## src/rtl/scs8hd_scan_pkg.sv

```systemverilog
// scs8hd_scan_pkg: shared FSM state encoding and output reset values for the scan unload block
package scs8hd_scan_pkg;
  localparam int STATE_W = 2;
  typedef enum logic [STATE_W-1:0] {IDLE, SHIFT, PARITY} state_e;
  localparam logic SO_RST        = 1'b0;
  localparam logic SO_VALID_RST  = 1'b0;
  localparam logic SO_LAST_RST   = 1'b0;
  localparam logic BUSY_RST      = 1'b0;
  localparam logic CAP_READY_RST = 1'b1;
endpackage

```

## src/rtl/scs8hd_scan_bitcnt.sv

```systemverilog
// scs8hd_scan_bitcnt: bit counter with clear/increment and terminal count at WIDTH-1
// Ports: CLK, RESET_B (sync active-low), clr_i (priority clear), inc_i (increment),
//        tc_o (count == WIDTH-1)
module scs8hd_scan_bitcnt #(
  parameter int WIDTH = 16,
  parameter int CNT_W = $clog2(WIDTH+1)
) (
  input  logic CLK,
  input  logic RESET_B,
  input  logic clr_i,
  input  logic inc_i,
  output logic tc_o
);
  logic [CNT_W-1:0] cnt_q, cnt_d;
  always_comb cnt_d = clr_i ? '0 : inc_i ? cnt_q + CNT_W'(1) : cnt_q;
  always_ff @(posedge CLK) cnt_q <= !RESET_B ? '0 : cnt_d;
  assign tc_o = cnt_q == CNT_W'(WIDTH-1);
endmodule

```

## src/rtl/scs8hd_scan_unload.sv

```systemverilog
// scs8hd_scan_unload: serializes a captured parallel word MSB-first onto a valid/ready bit stream
// Ports: CLK, RESET_B (sync active-low); CAP_VALID/CAP_READY/CAP_DATA capture handshake;
//        SO/SO_VALID/SO_READY/SO_LAST serial stream; BUSY frame in progress.
// Option: SCS8HD_SCAN_PARITY_EN appends an even-parity bit to every frame.
module scs8hd_scan_unload
  import scs8hd_scan_pkg::*;
#(
  parameter int WIDTH = 16,
  parameter int CNT_W = $clog2(WIDTH+1)
) (
  input  logic             CLK,
  input  logic             RESET_B,
  input  logic             CAP_VALID,
  output logic             CAP_READY,
  input  logic [WIDTH-1:0] CAP_DATA,
  output logic             SO,
  output logic             SO_VALID,
  input  logic             SO_READY,
  output logic             SO_LAST,
  output logic             BUSY
);
  state_e state_q, state_d;
  logic [WIDTH-1:0] sreg_q, sreg_d;
  logic tc, hs;
  assign hs = SO_VALID & SO_READY;
  // Clear on the final data handshake so the count stays within 0..WIDTH-1.
  scs8hd_scan_bitcnt #(.WIDTH(WIDTH), .CNT_W(CNT_W)) u_bitcnt (
    .CLK    (CLK),
    .RESET_B(RESET_B),
    .clr_i  (state_q == IDLE || (hs && tc)),
    .inc_i  (state_q == SHIFT && hs),
    .tc_o   (tc)
  );
`ifdef SCS8HD_SCAN_PARITY_EN
  logic par_q;
  always_ff @(posedge CLK)
    par_q <= !RESET_B ? 1'b0 : (state_q == IDLE && CAP_VALID) ? ^CAP_DATA : par_q;
  assign SO      = state_q == PARITY ? par_q : sreg_q[WIDTH-1];
  assign SO_LAST = state_q == PARITY;
`else
  assign SO      = sreg_q[WIDTH-1];
  assign SO_LAST = state_q == SHIFT && tc;
`endif
  assign SO_VALID  = state_q != IDLE;
  assign BUSY      = state_q != IDLE;
  assign CAP_READY = state_q == IDLE;
  always_comb begin
    state_d = state_q;
    sreg_d  = sreg_q;
    case (state_q)
      IDLE: if (CAP_VALID) begin
        sreg_d  = CAP_DATA;
        state_d = SHIFT;
      end
      SHIFT: if (SO_READY) begin
        sreg_d = sreg_q << 1;
`ifdef SCS8HD_SCAN_PARITY_EN
        if (tc) state_d = PARITY;
`else
        if (tc) state_d = IDLE;
`endif
      end
      default: if (SO_READY) state_d = IDLE;
    endcase
  end
  always_ff @(posedge CLK) begin
    state_q <= !RESET_B ? IDLE : state_d;
    sreg_q  <= !RESET_B ? '0 : sreg_d;
  end
endmodule

```

## config.mk

```make
export PLATFORM = sky130hd
export DESIGN_NAME = scs8hd_scan_unload
export DESIGN_NICKNAME = d
export VERILOG_FILES = /design/src/rtl/scs8hd_scan_pkg.sv /design/src/rtl/scs8hd_scan_bitcnt.sv /design/src/rtl/scs8hd_scan_unload.sv
export SDC_FILE = /design/constraint.sdc
export NUM_CORES = 1
export LEC_CHECK = 0
export CAP_MARGIN = 30
export CELL_PAD_IN_SITES_DETAIL_PLACEMENT = 0
export CELL_PAD_IN_SITES_GLOBAL_PLACEMENT = 2
export CORE_ASPECT_RATIO = 1.5
export CORE_UTILIZATION = 30
export CTS_CLUSTER_DIAMETER = 150
export CTS_CLUSTER_SIZE = 14
export DETAILED_ROUTE_END_ITERATION = 6
export PLACE_DENSITY_LB_ADDON = 0.1
export SYNTH_ARGS = -nofsm -noshare
export SYNTH_HDL_FRONTEND = slang
export SYNTH_SLANG_ARGS = --single-unit
```

## constraint.sdc

```tcl
create_clock -name CLK -period 2.8 [get_ports CLK]
set_input_delay 0.42 -clock CLK [delete_from_list [all_inputs] [get_ports CLK]]
set_output_delay 0.42 -clock CLK [all_outputs]
set_load 0.01 [all_outputs]
```

==> key figures, run 1 <==
STA
  • Setup Total Neg Slack: 0 ps
  • Max Slew Vio Count: 0
  • Final Skew: roughly 4.8 ps
  • Final hold viol count: 0
  • Unrepaired setup endpoints after global routing: false
  • Slew @ Worst Pin: around 530 ps
  • WHS: around 500 ps
  • Tcrit/Tclk final: just under 90%
  • F_max: between 400 and 500 MHz
  • Crit path time final: approximately 2400 ps
  • Final setup violation count: 0
  • Worst slew margin: 64.4%

Die
  • Die Ht: ~73 µm
  • Starting Density: 31.6%
  • Core Footprint: around 3200 µm²
  • Core Rows: 25
  • I/O Pins: 25
  • Die Wd: 49.1 µm
  • DIE AREA: about 3600 µm²

Synth
  • Post-Synth XOR/XNOR Area: 0%
  • Post-synthesis compound-gate area fraction: between 15 and 20%
  • Synth Area in Adders: around 2.5%
  • Mux share of post-synthesis cell area: between 15 and 20%
  • Leading post-synthesis cells by cell area: dfxtp_1 44%, mux2i_1 15%, a211oi_1 11%
  • Library cells used by synthesis: 25
  • Cell area after synthesis: approximately 1000 µm²
  • #FFs+latches synth: 22
  • Share of the synthesized area in the top cell type: between 40% and 50%
  • Post-Synth Simple-Gate Area: approximately 14%
  • Cells after synthesis: around 110
  • Largest family of logic cells by synthesized area: compound AO/OA/AOI/OAI gates
  • Syn. warnings: 0
  • Seq/Total Area, Yosys: between 40% and 50%
  • Post-synth top area cell: dfxtp_1
  • Syn Nets: 130
  • Syn_area_per_cell: 9.23 µm²

Critical path
  • Worst path bufs/invs: 1
  • CP arrival: ~2000 ps
  • Most frequent CP cell: ha_1
  • Crit path max fanout: 9
  • CP Cell Sequence: ha_1 > and3_1 > ha_1 > and2_1 > clkdlybuf4s50_1
  • Crit end category: output pin
  • CP top delay family: buffers and inverters
  • Critical path required time: ~2400 ps
  • Critical Path Max Stage Delay: around 530 ps
  • Critical path class: reg2out
  • Startpoint types: register
  • Slowest stage cell, crit path: clkdlybuf4s50_1

Clock network
  • Max Buffers Root-to-Sink: 2
  • H-tree lvl count: 1
  • Post-CTS Hold Buffers: 0
  • CTS buffer count: 3
  • Root Driver: clkbuf_8
  • Setup Buffers After CTS: 0
  • Worst skew pair latency: approximately 260 ps
  • Clock-pin slew on the worst setup and hold paths: around 80 ps
  • PostCTS Resize Cnt: 0
  • Clk sinks: 22
  • TritonCTS clock tree: yes

Pwr
  • Power Dens Cells: around 570 nW/µm²
  • Peak VDD IR: between 0.0002 and 0.0003 V
  • Leak Pwr: 0.502 nW
  • Tot Pwr: around 0.76 mW

Global routing
  • Aggregate global-route resource usage: a little over an eighth
  • Vias in the first global route: ~810
  • Grt ovf: 0
  • Largest net degree at the start of global routing: 31
  • Antenna violations before repair: 0
  • First-pass GRT wire length: between 3000 and 4000 µm

Drt
  • First drt pass iteration count: 3
  • Vias/cell: 4.91
  • Vias: around 840
  • Iter 0 DRT Violations: 18
  • Routed len/inst: 12.2 µm
  • Final wirelength: 2070 µm
  • DRT antenna net count: 0
  • DRC viols: 0

Cells and area
  • Layout cell share with drive strength beyond 1: between 5 and 6%
  • Area growth, synth to finish: 33.2%
  • Nets: 153
  • Commonest non-fill, non-tap cell in the layout: clkdlybuf4s50_1
  • Most frequent cells in the layout: 24 x clkdlybuf4s50_1, 22 x dfxtp_1, 18 x nor2_1, 15 x mux2i_1, 14 x a211oi_1
  • Cell Count, Final, Fillers Out: 170
  • N_diodes: 0

Run
  • MaxCap Viol Count: 0

Outcome
  • Outcome: finished clean

Min path
  • Hold Path Class: reg2reg

Place
  • # placed instances: around 170
  • Routability-driven placement congestion ratio: around 0.7
  • PortBufs: 24
  • Final HPWL DP: 1500 µm
-- worst reg2reg max path: cells and delay by family, from the launching register on --
kind                   cells  cell delay, ps
AO/OA/AOI/OAI              1             290
buffers and inverters      1             320
flip-flops                 1             430
multiplexers               1             560
AND/OR/NAND/NOR            1              90
-- final cells by class --
| cell class | instances | area, µm² |
|---|---|---|
| clock buffers | 3 | 41.3 |
| clock inverters | 1 | 30.0 |
| fillers | 334 | 1830 |
| inverters | 4 | 15.0 |
| multi-input cells | 75 | 504 |
| flip-flops and latches | 22 | 440 |
| well taps | 40 | 50.0 |
| repair buffers | 25 | 248 |
-- report_power, final --
group | internal, mW | total (mW) | leakage [nW] | switching (mW)
registers | 0.336 | 0.348 | 0.182 | 0.0125
clock network | 0.191 | 0.296 | 0.0357 | 0.105
logic | 0.0622 | 0.113 | 0.285 | 0.0507
-- Yosys cell counts --
cell type  instances
or3_1              1
nand2_1            5
dfxtp_1           22
or4_1              1
clkbuf_1           2
nor4bb_1           1
nand3_1            1
mux2_2             1
buf_2              3
and2_1             1
nor3b_1            1
buf_4              2
a211oi_1          14
inv_2              1
o22a_1             1
a21oi_1            5
o21ai_0            3
and3_1             1
mux2i_1           15
ha_1               2
nand3b_1           1
inv_1              3
a311oi_1           1
a31oi_1            2
nor2_1            18
-- state kept, by name (all words and copies together) (netlist names) --
name	cells
state_q	1
sreg_q	16
u_bitcnt.cnt_q	5
-- per-stage QoR --
| stage | instance area, µm² | utilization (%) | setup slack, ps |
|---|---|---|---|
| after floorplan | 997 | - | 1220 |
| after detailed placement | 1260 | 39.8 | 676 |
| after global routing | 1330 | 42.1 | 232 |
| final | 1330 | 42.1 | 366 |
| after global placement | 1260 | 39.8 | 711 |
| after CTS | 1330 | 42.1 | 356 |
-- final timing paths --
path	start	endpoint	slack, ps	cells past startpoint
setup / recovery	u_bitcnt.cnt_q[0]	SO_LAST	370	5
hold / removal	u_bitcnt.cnt_q[1]	u_bitcnt.cnt_q[1]	500	2
setup reg to reg	state_q[0]	sreg_q[1]	1010	4
hold reg to reg	u_bitcnt.cnt_q[1]	u_bitcnt.cnt_q[1]	500	2
-- metal layers --
layer | vias to the layer above | part of all wire (%) | global-route usage (%)
li1 | 434 | - | -
met1 | 382 | 44 | 14.3
met2 | 14 | 51 | 23.7
met3 | 5 | 2.8 | 2.29
met4 | 0 | 2.7 | 8.82
met5 | - | 0 | 0
-- cell families after synthesis --
family / after synthesis
simple gates: 31
compound gates: 26
flops: 22
mux: 16
buf+inv: 11
fa+ha+maj: 2
(Power assumes the default switching activity.)
==> inputs of run 2 (changes only) <==
CORE_MARGIN = 10   (was unset)
==> key figures, run 2 (synthesis results as in run 1) <==
Outcome
  • Outcome: finished clean

Cells and area
  • Commonest non-fill, non-tap cell in the layout: clkdlybuf4s50_1
  • Layout cell share with drive strength beyond 1: 5.38% (unchanged)
  • Area growth, synth to finish: 31.6%
  • N_diodes: 0 (unchanged)
  • Nets: 153 (unchanged)
  • Most frequent cells in the layout: 24 x clkdlybuf4s50_1, 22 x dfxtp_1, 18 x nor2_1, 15 x mux2i_1, 14 x a211oi_1
  • Largest regs: sreg_q x16, u_bitcnt.cnt_q x5, state_q x1
  • Reg with most FFs: sreg_q
  • Final design utilization: 41.1% (-0.92 points)
  • Fill count: 349 (+4.5%)
  • Number of flip-flops under the largest register name: 16 (unchanged)

Global routing
  • Largest net degree at the start of global routing: 31 (unchanged)
  • Vias in the first global route: 877 (+7.9%)
  • Grt ovf: 0 (unchanged)
  • First-pass GRT wire length: 4020 µm (+14%)
  • Aggregate global-route resource usage: 8.14% (-5.2 points)
  • Antenna violations before repair: 0 (unchanged)

Die
  • Core Footprint: 3190 µm² (+0.99%)
  • Die Ht: 90.6 µm (+25%)
  • DIE AREA: 6080 µm² (+71%)
  • I/O Pins: 25 (unchanged)
  • Core Rows: 25 (unchanged)
  • Die Wd: 67.1 µm (+37%)
  • Starting Density: 31.3% (-0.31 points)

STA
  • Final hold viol count: 0 (unchanged)
  • Tcrit/Tclk final: 86.9% (about the same)
  • Final setup violation count: 0 (unchanged)
  • Unrepaired setup endpoints after global routing: false
  • Max Slew Vio Count: 0 (unchanged)
  • Slew @ Worst Pin: 529 ps (-4.78 ps)
  • Crit path time final: 2430 ps (-1.41 ps)
  • Worst slew margin: 64.7% (+0.32 points)
  • F_max: 411 MHz (about the same)
  • Setup Total Neg Slack: 0 ps (unchanged)
  • Final Skew: 1.08 ps (-3.69 ps)

Clock network
  • CTS buffer count: 3 (unchanged)
  • Post-CTS Hold Buffers: 0 (unchanged)
  • Clk sinks: 22 (unchanged)
  • Clock-pin slew on the worst setup and hold paths: 80 ps (about the same)
  • PostCTS Resize Cnt: 0 (unchanged)
  • Root Driver: clkbuf_8
  • Max Buffers Root-to-Sink: 2 (unchanged)
  • Worst skew pair latency: 250 ps (about the same)
  • TritonCTS clock tree: yes
  • Setup Buffers After CTS: 0 (unchanged)
  • H-tree lvl count: 1 (unchanged)

Critical path
  • Worst path bufs/invs: 1 (unchanged)
  • Critical Path Max Stage Delay: 540 ps (about the same)
  • CP Cell Sequence: ha_1 > and3_1 > ha_1 > and2_1 > clkdlybuf4s50_1
  • Critical path class: reg2out
  • CP arrival: 2010 ps (about the same)
  • Most frequent CP cell: ha_1
  • Crit path max fanout: 9 (unchanged)
  • Startpoint types: register
  • CP top delay family: buffers and inverters
  • Crit end category: output pin
  • Critical path required time: 2380 ps (about the same)
  • Slowest stage cell, crit path: clkdlybuf4s50_1

Place
  • PortBufs: 24 (unchanged)
  • Final HPWL DP: 1690 µm (+13%)
  • Routability-driven placement congestion ratio: 0.653 (-9.4%)

Drt
  • Wire length on met3: 95 µm (+64%)
  • Final wirelength: 2270 µm (+9.3%)
  • First drt pass iteration count: 2 (-1)
  • Routed len/inst: 13.3 µm (+9.3%)
  • Vias: 826 (-1.1%)
  • Met2 wire length: 1130 µm (+7.1%)
  • Vias/cell: 4.86 (-1.1%)
  • DRC viols: 0 (unchanged)
  • Highest metal used: met4
  • DRT antenna net count: 0 (unchanged)
  • Metal-1 WL: 1020 µm (+13%)
  • Iter 0 DRT Violations: 23 (+5)

Pwr
  • Power Dens Cells: 523 nW/µm² (-8.2%)
  • Peak VDD IR: 0.000294 V (+12%)
  • Leak Pwr: 0.495 nW (-1.4%)

Min path
  • Hold Path Class: reg2reg

Run
  • MaxCap Viol Count: 0 (unchanged)
run 2: report_power, final:
| group | total (mW) | switching [mW] | internal (mW) |
|---|---|---|---|
| Combinational | 0.114 | 0.0514 | 0.0622 |
| Clock | 0.224 | 0.0993 | 0.125 |
| Sequential | 0.348 | 0.0122 | 0.336 |
| Total | 0.686 | 0.163 | 0.523 |
run 2: worst reg2reg max path, stage by stage (launching register included):
cell	delay [ps]
dfxtp_1	340
ha_1	230
and3_1	190
ha_1	270
or4_1	500
a21oi_1	130
run 2: final timing paths:
kind	slack (ps)	to	cells past startpoint	from
setup reg to reg	1080	u_bitcnt.cnt_q[3]	5	u_bitcnt.cnt_q[0]
hold / removal	490	u_bitcnt.cnt_q[1]	2	u_bitcnt.cnt_q[1]
setup / recovery	370	SO_LAST	5	u_bitcnt.cnt_q[0]
hold reg to reg	490	u_bitcnt.cnt_q[1]	2	u_bitcnt.cnt_q[1]
run 2: stage by stage:
| step | instance area [µm²] | hold WS, ps | cells | power [mW] | setup slack [ps] |
|---|---|---|---|---|---|
| floorplan | 997 | 457 | 108 | 0.423 | 1220 |
| global placement | 1260 | 476 | 166 | 0.470 | 705 |
| global route | 1310 | 524 | 170 | 0.724 | 239 |
| detailed placement | 1260 | 486 | 166 | 0.471 | 655 |
| CTS | 1310 | 498 | 170 | 0.697 | 349 |
| finish | 1310 | 493 | 170 | 0.686 | 367 |
run 2: routing by layer:
layer | global-route usage [%] | vias to the layer above
met5 | 0 | -
met4 | 3.09 | 0
met3 | 2.11 | 2
met2 | 13.6 | 11
met1 | 9.42 | 374
li1 | - | 439
run 2: layout make-up:
class	instances	area [µm²]	share of cell area [%]
Clock buffer	4	55.1	4.19
Inverter	4	15.0	1.14
Multi-Input combinational cell	75	504	38.4
Sequential cell	22	440	33.6
Tap cell	40	50.0	3.81
Timing Repair Buffer	25	248	18.9
==> inputs of run 3 (changes only) <==
CELL_PAD_IN_SITES_DETAIL_PLACEMENT = unset   (was 0)
CELL_PAD_IN_SITES_GLOBAL_PLACEMENT = unset   (was 2)
CORE_UTILIZATION = 51   (was 30)
==> key figures, run 3 (synthesis results as in run 1) <==
Clock network
  • Root Driver: clkbuf_4
  • Worst skew pair latency: 300 ps (+50 ps)
  • Clk sinks: 22 (unchanged)
  • TritonCTS clock tree: yes
  • Setup Buffers After CTS: 0 (unchanged)
  • H-tree lvl count: 1 (unchanged)
  • PostCTS Resize Cnt: 0 (unchanged)
  • CTS buffer count: 3 (unchanged)
  • Post-CTS Hold Buffers: 0 (unchanged)
  • Max Buffers Root-to-Sink: 2 (unchanged)
  • Clock-pin slew on the worst setup and hold paths: 130 ps (+50 ps)

Critical path
  • Reg2reg setup slack: 1040 ps (-40 ps)
  • Worst R2R Start: u_bitcnt.cnt_q[0]
  • Crit path max fanout: 9 (unchanged)
  • Critical path required time: 2380 ps (about the same)
  • Crit path capture: SO_LAST
  • Critical path class: reg2out
  • CP arrival: 2080 ps (+70 ps)
  • Worst Setup SP: u_bitcnt.cnt_q[0]
  • Worst flop-to-flop path endpoint: u_bitcnt.cnt_q[3]
  • Startpoint types: register
  • Reg2reg path depth: 5 (unchanged)
  • Slowest stage cell, crit path: clkdlybuf4s50_1
  • Crit end category: output pin
  • Critical Path Max Stage Delay: 540 ps (about the same)
  • Most frequent CP cell: ha_1
  • CP Cell Sequence: ha_1 > and3_1 > ha_1 > and2_1 > clkdlybuf4s50_1

STA
  • Tcrit/Tclk final: 89.3% (+2.4 points)
  • Crit path time final: 2500 ps (+67.2 ps)
  • Final Skew: 8.99 ps (+7.91 ps)
  • F_max: 400 MHz (-2.7%)
  • Final setup violation count: 0 (unchanged)
  • Slew @ Worst Pin: 503 ps (-25.4 ps)
  • Max Slew Vio Count: 0 (unchanged)
  • WHS: 486 ps (-6.45 ps)
  • Final hold viol count: 0 (unchanged)
  • Setup Total Neg Slack: 0 ps (unchanged)
  • Worst slew margin: 66.5% (+1.7 points)
  • Unrepaired setup endpoints after global routing: false

Drt
  • Iter 0 DRT Violations: 23 (unchanged)
  • Final wirelength: 2250 µm (-0.71%)
  • DRC viols: 0 (unchanged)
  • Routed len/inst: 14.9 µm (+12%)
  • Vias/cell: 5.52 (+14%)
  • First drt pass iteration count: 4 (+2)
  • DRT antenna net count: 0 (unchanged)
  • Vias: 834 (+0.97%)

Place
  • PortBufs: 24 (unchanged)
  • # placed instances: 147 (-11%)
  • Routability-driven placement congestion ratio: 0.861 (+32%)
  • Final HPWL DP: 1720 µm (+1.6%)

Cells and area
  • Reg with most FFs: sreg_q
  • Layout cell share with drive strength beyond 1: 5.38% (unchanged)
  • Number of flip-flops under the largest register name: 16 (unchanged)
  • N_diodes: 0 (unchanged)
  • Cell Count, Final, Fillers Out: 151 (-11%)
  • Largest regs: sreg_q x16, u_bitcnt.cnt_q x5, state_q x1
  • Nets: 153 (unchanged)
  • Commonest non-fill, non-tap cell in the layout: clkdlybuf4s50_1
  • Area growth, synth to finish: 29.0%
  • Most frequent cells in the layout: 24 x clkdlybuf4s50_1, 22 x dfxtp_1, 18 x nor2_1, 15 x mux2i_1, 14 x a211oi_1

Global routing
  • Antenna violations before repair: 0 (unchanged)
  • Vias in the first global route: 916 (+4.4%)
  • Aggregate global-route resource usage: 11.4% (+3.2 points)
  • M1 GR Usage: 11.5% (+2.1 points)
  • Met3 usage: 1.87% (-0.24 points)
  • GR Util met2: 21.6% (+8.1 points)
  • Grt peak-use layer: met2
  • First-pass GRT wire length: 3970 µm (-1.4%)
  • Grt ovf: 0 (unchanged)
  • Largest net degree at the start of global routing: 31 (unchanged)

Run
  • MaxCap Viol Count: 0 (unchanged)

Die
  • Die Ht: 74.2 µm (-18%)
  • Core Rows: 19 (-24%)
  • Die Wd: 56.1 µm (-16%)
  • I/O Pins: 25 (unchanged)
  • Core Footprint: 1850 µm² (-42%)
  • Starting Density: 53.8% (+23 points)
  • DIE AREA: 4160 µm² (-32%)

Pwr
  • Comb pwr share: 16.3% (-0.3 points)
  • Net Switching: 0.159 mW (-2.3%)
  • Reg power frac: 49.7% (-1.0 points)
  • Sw frac: 22.7% (-1.1 points)
  • Power Dens Cells: 546 nW/µm² (+4.5%)
  • Leak Pwr: 0.495 nW (-0.17%)
  • Tot Pwr: 0.702 mW (+2.4%)
  • Peak VDD IR: 0.000357 V (+21%)
  • P_int: 0.543 mW (+3.8%)
  • Clock network power share: 34.0% (+1.3 points)

Outcome
  • Outcome: finished clean

Min path
  • Hold Path Class: reg2reg
## run 3: changes by cell type in the layout (fill, tap and decap cells not counted), sizes merged
| cell | previous run | this run |
|---|---|---|
| clkbuf | 4 | 3 |
| bufinv | 0 | 1 |
## run 3: final cells by class
type | instances | area, µm²
fillers | 160 | 568
multi-input cells | 75 | 504
flip-flops and latches | 22 | 440
repair buffers | 25 | 248
clock inverters | 1 | 30.0
well taps | 21 | 26.3
clock buffers | 3 | 22.5
inverters | 4 | 15.0
## run 3: worst min-delay path by stage
| stage | slack, ps | startpoint | endpoint | depth (start not counted) |
|---|---|---|---|---|
| after floorplan | 460 | u_bitcnt.cnt_q[4] | u_bitcnt.cnt_q[4] | 2 |
| after global placement | 450 | state_q[0] | state_q[0] | 1 |
| after detailed placement | 470 | state_q[0] | state_q[0] | 1 |
| after CTS | 480 | state_q[0] | state_q[0] | 1 |
| after global routing | 510 | state_q[0] | state_q[0] | 1 |
| final | 490 | state_q[0] | state_q[0] | 1 |
## run 3: metal layers
layer | vias up | wire [µm]
met1 | 383 | 899
met5 | - | 0
li1 | 431 | -
met2 | 14 | 1260
met4 | 0 | 44
met3 | 6 | 50
## run 3: power by group through the flow
stage          combinational [mW]  clock (mW)  sequential [mW]
6_report                    0.114       0.239            0.349
5_1_grt                     0.128       0.255            0.351
4_1_cts                     0.116       0.247            0.349
3_5_place_dp                0.115           0            0.356
3_3_place_gp                0.112           0            0.354
2_1_floorplan              0.0693           0            0.354
## run 3: critical path: cells and delay by family, from the launching register on
| family | cells | cell delay, ps |
|---|---|---|
| adders and majority gates | 2 | 480 |
| buffers and inverters | 1 | 540 |
| DFF | 1 | 410 |
| and+or+nand+nor | 2 | 350 |
## run 3: stage by stage
| step | util [%] | cell area [µm²] | worst slack [ps] |
|---|---|---|---|
| global placement | 66.5 | 1230 | 721 |
| global route | 69.4 | 1290 | 142 |
| detailed placement | 66.5 | 1230 | 654 |
| CTS | 69.4 | 1290 | 266 |
| finish | 69.4 | 1290 | 300 |
| floorplan | - | 997 | 1220 |
